**config.mk**
```make
export PLATFORM = sky130hd
export DESIGN_NAME = tile_hit_judge
export DESIGN_NICKNAME = d
export VERILOG_FILES = /design/src/rtl/tile_hit_judge.sv
export SDC_FILE = /design/constraint.sdc
export NUM_CORES = 1
export LEC_CHECK = 0
export BUFFER_PORTS_ARGS = -buffer_cell sky130_fd_sc_hd__buf_4
export CAP_MARGIN = 5
export CORE_UTILIZATION = 33
export DETAILED_ROUTE_END_ITERATION = 16
export SLEW_MARGIN = 40
export SYNTH_ARGS = -nofsm -noshare
export SYNTH_HDL_FRONTEND = slang
export SYNTH_SLANG_ARGS = --single-unit
```
**constraint.sdc**
```tcl
create_clock -name frame_clk -period 6.94 [get_ports frame_clk]
set_input_delay 0.347 -clock frame_clk [delete_from_list [all_inputs] [get_ports frame_clk]]
set_output_delay 0.347 -clock frame_clk [all_outputs]
set_load 0.02 [all_outputs]
```
**src/rtl/tile_hit_judge.sv**
```systemverilog
// rtl/tile_hit_judge.sv - strike-line hit/miss judge, score keeper and game FSM
//
// Purpose:
//    Samples the four lane tile positions and the current keycode once per
//    frame, judges key presses as hits or misses, detects armed tiles that
//    scroll past the strike line, keeps score / miss count and runs the
//    IDLE/PLAY/OVER game FSM. Every output is registered.
//
// Ports:
//    frame_clk  in   1   frame-rate clock
//    Reset      in   1   synchronous, active-high reset
//    Start      in   1   level; begins or restarts a game from IDLE/OVER
//    keycode    in   8   current keycode, 0 = none
//    TileY      in  40   lane n tile centre Y at [10n+9:10n]
//    TileS      in  10   tile half-height, shared by all lanes
//    Score      out 16   hit count, saturating
//    Misses     out  4   miss count, saturating at 15
//    GameOver   out  1   high in OVER
//    Playing    out  1   high in PLAY
//    HitPulse   out  4   one-cycle per-lane hit strobe
//    Respawn    out  4   one-cycle per-lane respawn request
//
// Build option:
//    COMBO_EN  adds a 6-bit combo counter; hits made with a pre-hit combo of
//              8 or more score 2 instead of 1.

module tile_hit_judge #(
   parameter int          HIT_Y_MIN  = 380,
   parameter int          HIT_Y_MAX  = 460,
   parameter int          MISS_Y     = 470,
   parameter int          MAX_MISSES = 3,
   parameter logic [7:0]  KEY_L0     = 8'h04,
   parameter logic [7:0]  KEY_L1     = 8'h16,
   parameter logic [7:0]  KEY_L2     = 8'h07,
   parameter logic [7:0]  KEY_L3     = 8'h09
) (
   input  logic         frame_clk,
   input  logic         Reset,
   input  logic         Start,
   input  logic [7:0]   keycode,
   input  logic [39:0]  TileY,
   input  logic [9:0]   TileS,
   output logic [15:0]  Score,
   output logic [3:0]   Misses,
   output logic         GameOver,
   output logic         Playing,
   output logic [3:0]   HitPulse,
   output logic [3:0]   Respawn
);

   localparam logic [1:0] ST_IDLE = 2'd0;
   localparam logic [1:0] ST_PLAY = 2'd1;
   localparam logic [1:0] ST_OVER = 2'd2;

   localparam logic [10:0] WIN_MIN  = 11'(HIT_Y_MIN);
   localparam logic [10:0] WIN_MAX  = 11'(HIT_Y_MAX);
   localparam logic [10:0] PASS_Y   = 11'(MISS_Y);
   localparam logic [3:0]  MISS_END = 4'(MAX_MISSES);

   logic [1:0]       state;
   logic [7:0]       prev_key;
   logic [3:0]       armed;

   logic [3:0][10:0] bottom;
   logic [3:0]       in_win;
   logic             press;
   logic [1:0]       press_lane;
   logic [3:0]       hit_vec;
   logic [3:0]       resp_vec;
   logic [3:0]       armed_nx;
   logic [2:0]       miss_cnt;
   logic [1:0]       score_inc;
   logic [4:0]       miss_sum;
   logic [3:0]       misses_nx;
   logic [16:0]      score_sum;
   logic [15:0]      score_nx;

   // Tile bottom edge, 11 bits so centre + half-height never wraps.
   always_comb begin
      for (int n = 0; n < 4; n++) begin
         bottom[n] = {1'b0, TileY[10*n +: 10]} + {1'b0, TileS};
         in_win[n] = (bottom[n] >= WIN_MIN) && (bottom[n] <= WIN_MAX);
      end
   end

   // A press is a fresh, non-zero keycode that maps onto a lane; holding a
   // key therefore produces exactly one event.
   always_comb begin
      press      = 1'b0;
      press_lane = 2'd0;
      if ((keycode != prev_key) && (keycode != 8'd0)) begin
         if (keycode == KEY_L0) begin
            press      = 1'b1;
            press_lane = 2'd0;
         end else if (keycode == KEY_L1) begin
            press      = 1'b1;
            press_lane = 2'd1;
         end else if (keycode == KEY_L2) begin
            press      = 1'b1;
            press_lane = 2'd2;
         end else if (keycode == KEY_L3) begin
            press      = 1'b1;
            press_lane = 2'd3;
         end
      end
   end

   // Judging for one PLAY cycle. Pass-misses and re-arming use the current
   // armed flags; a hit needs an in-window bottom, which can never also be a
   // pass-miss, so the two never fight over the same lane.
   always_comb begin
      hit_vec  = 4'b0000;
      resp_vec = 4'b0000;
      armed_nx = armed;
      miss_cnt = 3'd0;
      for (int n = 0; n < 4; n++) begin
         if (armed[n] && (bottom[n] >= PASS_Y)) begin
            resp_vec[n] = 1'b1;
            armed_nx[n] = 1'b0;
            miss_cnt    = miss_cnt + 3'd1;
         end else if (bottom[n] < WIN_MIN) begin
            armed_nx[n] = 1'b1;
         end
      end
      if (press) begin
         if (armed[press_lane] && in_win[press_lane]) begin
            hit_vec[press_lane]  = 1'b1;
            resp_vec[press_lane] = 1'b1;
            armed_nx[press_lane] = 1'b0;
         end else begin
            miss_cnt = miss_cnt + 3'd1;
         end
      end
   end

`ifdef COMBO_EN
   logic [5:0] combo;

   always_ff @(posedge frame_clk) begin
      if (Reset) begin
         combo <= 6'd0;
      end else if (state == ST_PLAY) begin
         if (miss_cnt != 3'd0) begin
            combo <= 6'd0;
         end else if ((|hit_vec) && (combo != 6'd63)) begin
            combo <= combo + 6'd1;
         end
      end else if (Start) begin
         combo <= 6'd0;
      end
   end

   assign score_inc = (|hit_vec) ? ((combo >= 6'd8) ? 2'd2 : 2'd1) : 2'd0;
`else
   assign score_inc = {1'b0, |hit_vec};
`endif

   always_comb begin
      miss_sum  = {1'b0, Misses} + {2'b00, miss_cnt};
      misses_nx = miss_sum[4] ? 4'hF : miss_sum[3:0];
      score_sum = {1'b0, Score} + {15'd0, score_inc};
      score_nx  = score_sum[16] ? 16'hFFFF : score_sum[15:0];
   end

   always_ff @(posedge frame_clk) begin
      if (Reset) begin
         state    <= ST_IDLE;
         prev_key <= 8'd0;
         armed    <= 4'b1111;
         Score    <= 16'd0;
         Misses   <= 4'd0;
         GameOver <= 1'b0;
         Playing  <= 1'b0;
         HitPulse <= 4'b0000;
         Respawn  <= 4'b0000;
      end else begin
         prev_key <= keycode;
         HitPulse <= 4'b0000;
         Respawn  <= 4'b0000;
         case (state)
            ST_IDLE, ST_OVER: begin
               if (Start) begin
                  state    <= ST_PLAY;
                  Playing  <= 1'b1;
                  GameOver <= 1'b0;
                  Score    <= 16'd0;
                  Misses   <= 4'd0;
                  armed    <= 4'b1111;
               end
            end
            ST_PLAY: begin
               HitPulse <= hit_vec;
               Respawn  <= resp_vec;
               armed    <= armed_nx;
               Score    <= score_nx;
               Misses   <= misses_nx;
               // The ending cycle still delivers its score and respawns.
               if (misses_nx >= MISS_END) begin
                  state    <= ST_OVER;
                  Playing  <= 1'b0;
                  GameOver <= 1'b1;
               end
            end
            default: begin
               state    <= ST_IDLE;
               Playing  <= 1'b0;
               GameOver <= 1'b0;
            end
         endcase
      end
   end

endmodule

```
==> impl_metrics.ini <==
[outcome]
status = completed

[route]
firstDrtPassIters = 5
wl_met2_um = 5948
wl_um = 12530
routed.top_layer = met4
num_vias = 4568
dr_wl_met3_um = 499
drt-initial-drc-count = 262
ant_nets = 0
drc = 0
wl_met1_um = 5793
vias_per_cell = 5.464
wl_per_cell_um = 14.98

[floorplan]
dieArea_sq_um = 14090
pin_count = 91
die_w_um = 118.7
rows = 42
die_h_um = 118.7
core_area_sq_um = 13240
initial_utilization_pct = 33.95

[worst_hold_path]
min_from = keycode[6]
hp-class = input pin to register
min_delay_path_depth = 2
whs_endpoint = prev_key[6]

[sta]
slew_headroom_pct = 54.18
slew_violations = 0
hold_viol = 0
setup_viol = 0
fin_ws_ns = 1.271
period_needed_ns = 5.669
worstMarginPinSlew_ns = 0.6848
finClkSkew_ns = 0.002374
tns_ns = 0
rsz0062_at_grt = no
max_freq_ghz = 0.1764
period_share_pct = 81.68

[global_routing]
grt_pass1_wl_um = 20870
antenna_found_initial = 0
track_usage_pct = 18.01
overflow = 0
grt_pass1_vias = 4505
grt_max_degree = 25

[pwr]
p_leak_nw = 2.415
vdd_drop_max_mv = 0.09170
power_density_nw_per_um2 = 185.0

[job]
drv_cap = 0

[yosys]
syn-instance-count = 576
yosysWarnings = 0
yosysTopAreaCell = dfxtp_1
ys_top_cells_by_area = dfxtp_1 19%, ha_1 14%, o21ai_0 6.3%, nor2_1 4.6%, a21oi_1 4.6%
ys_ff_latch = 43
synth_nets = 691
ys_types = 77
ys_seq_area_share_pct = 19.15
avgSynthCellArea_sq_um = 7.805
synth_flop_cell = dfxtp_1
synth_area_sq_um = 4496
synth_top_area_share_pct = 19.15
async_flop_share_pct = 0
synth_edf_count = 0

[setup_path]
cp_data_required_time_ns = 7.11
cp_max_fo = 5
r2r_start = prev_key[7]
r2r_slack_ns = 2.85
reg2reg_to = Score[14]
worstPathArrival_ns = 5.84
crit_type = input pin to register
r2r.worst_path.cells = 19
startpoint_type = input pin
startpoint = TileS[0]
cp-end-kind = register

[placed_design]
numPortBuffers = 90
post-place-ws_ns = 1.005
dpl.hpwl_um = 10230
gp_congestion = 0.9399

[finish]
nets = 776
antenna_cells = 0
syn_to_final_growth_pct = 21.65
layout-drive-gt1-share_pct = 19.09

[cts]
cts_tree = yes
clk-insertion-delay-late_ns = 0.28
cts_root_buf = clkbuf_16
htreeDepth = 2
numCtsBuffers = 5
path_clk_slew_ns = 0.06
cts_setup_buffers = 0
cts.sinks = 43
cts_resized = 0
clk_path_buf_depth = 2
ctsHoldBuffers = 0
-- cell type report --
| class | instances | area (sq um) |
|---|---|---|
| sequential | 43 | 860.8 |
| tap | 176 | 220.2 |
| inverter | 27 | 101.3 |
| multi-input combinational | 492 | 3467 |
| timing repair buffer | 92 | 690.7 |
| fill | 1358 | 7774 |
| clock buffer | 6 | 128.9 |
-- cells in the mapped netlist, drive strengths merged, types with 5 or more instances --
cell type and count:
o31ai 5, dfxtp 43, nand2 41, fa 5, a21o 13, nand2b 11, xor2 19, xnor2 16
clkbuf 10, a211oi 12, inv 27, nor3 13, ha 49, nand3 11, nor2 55, and3 20
a22oi 6, nor2b 21, nand4 5, a21oi 41, o21ai 61, o21a 7, nor4 5
-- cell families after synthesis --
| family | Yosys count | share of synthesized area [%] |
|---|---|---|
| buffers and inverters | 41 | 3.896 |
| AO/OA/AOI/OAI | 194 | 29.28 |
| multiplexers | 6 | 1.475 |
| XOR/XNOR | 35 | 6.819 |
| adder cells (fa/ha/maj) | 54 | 15.86 |
| AND/OR/NAND/NOR | 203 | 23.52 |
| flip-flops | 43 | 19.15 |
-- worst max-delay path: stages --
cell	delay [ns]
buf_4	0.12
ha_1	0.20
inv_1	0.07
fa_1	0.43
nand2b_1	0.19
a211oi_1	0.30
nor2_1	0.12
xnor2_1	0.26
nand2_1	0.08
nor3_1	0.16
o21ai_0	0.20
ha_1	0.39
xnor2_1	0.24
ha_1	0.28
mux2_2	0.28
ha_1	0.29
mux2_4	0.28
fa_1	0.43
nand2b_1	0.16
mux2i_1	0.15
nand2b_1	0.09
a2111o_1	0.43
nand2_1	0.11
nor2_1	0.04
a21oi_1	0.11
nor2_1	0.05
-- power breakdown --
group,internal (W),switching [W]
combinational,0.000226,0.000288
clock,0.000129,0.0000891
sequential,0.000264,0.0000146
total,0.000620,0.000392
-- metrics by stage --
step	power (W)	hold slack [ns]	util (%)	instances	cell area, sq um
3_5_place_dp	0.0007948	0.4595	40.31	830	5338
5_1_grt	0.001091	0.3357	41.30	836	5469
4_1_cts	0.001015	0.3084	41.28	836	5466
2_1_floorplan	0.0006527	0.4186	-	576	4496
6_report	0.001012	0.3101	41.30	836	5469
3_3_place_gp	0.0007732	0.4540	40.27	830	5333
-- registers in the layout, indices dropped and copies added (netlist names) --
| name | flops |
|---|---|
| HitPulse | 4 |
| Score | 16 |
| state | 1 |
| GameOver | 1 |
| prev_key | 8 |
| armed | 4 |
| Playing | 1 |
| Respawn | 4 |
| Misses | 4 |
-- layer usage --
metal / up-vias / GRT usage (%)
met1: 2135 / 22.87
met4: 0 / 5.538
li1: 2303 / -
met2: 112 / 31.58
met3: 18 / 2.124
met5: - / 0
-- worst max-delay path by stage --
stage | end | depth (start not counted)
after floorplan | GameOver | 24
after global placement | GameOver | 25
after detailed placement | GameOver | 26
after CTS | GameOver | 26
after global routing | GameOver | 26
final | GameOver | 26
-- cell usage in the layout (no fill, tap or decap), types with 6 or more instances in the layout --
cell type  count
xnor2_1       16
o21a_1         7
a21oi_1       41
nand2_1       41
ha_1          49
inv_1         27
and3_1        16
nor3_1        13
xor2_1        19
nand3_1       10
a21o_1        13
a211oi_1      11
o21ai_0       57
nand2b_1      10
nor2_1        54
a22oi_1        6
buf_4         92
dfxtp_1       43
nor2b_1       20
No activity file was read; power rests on OpenSTA's default activity.
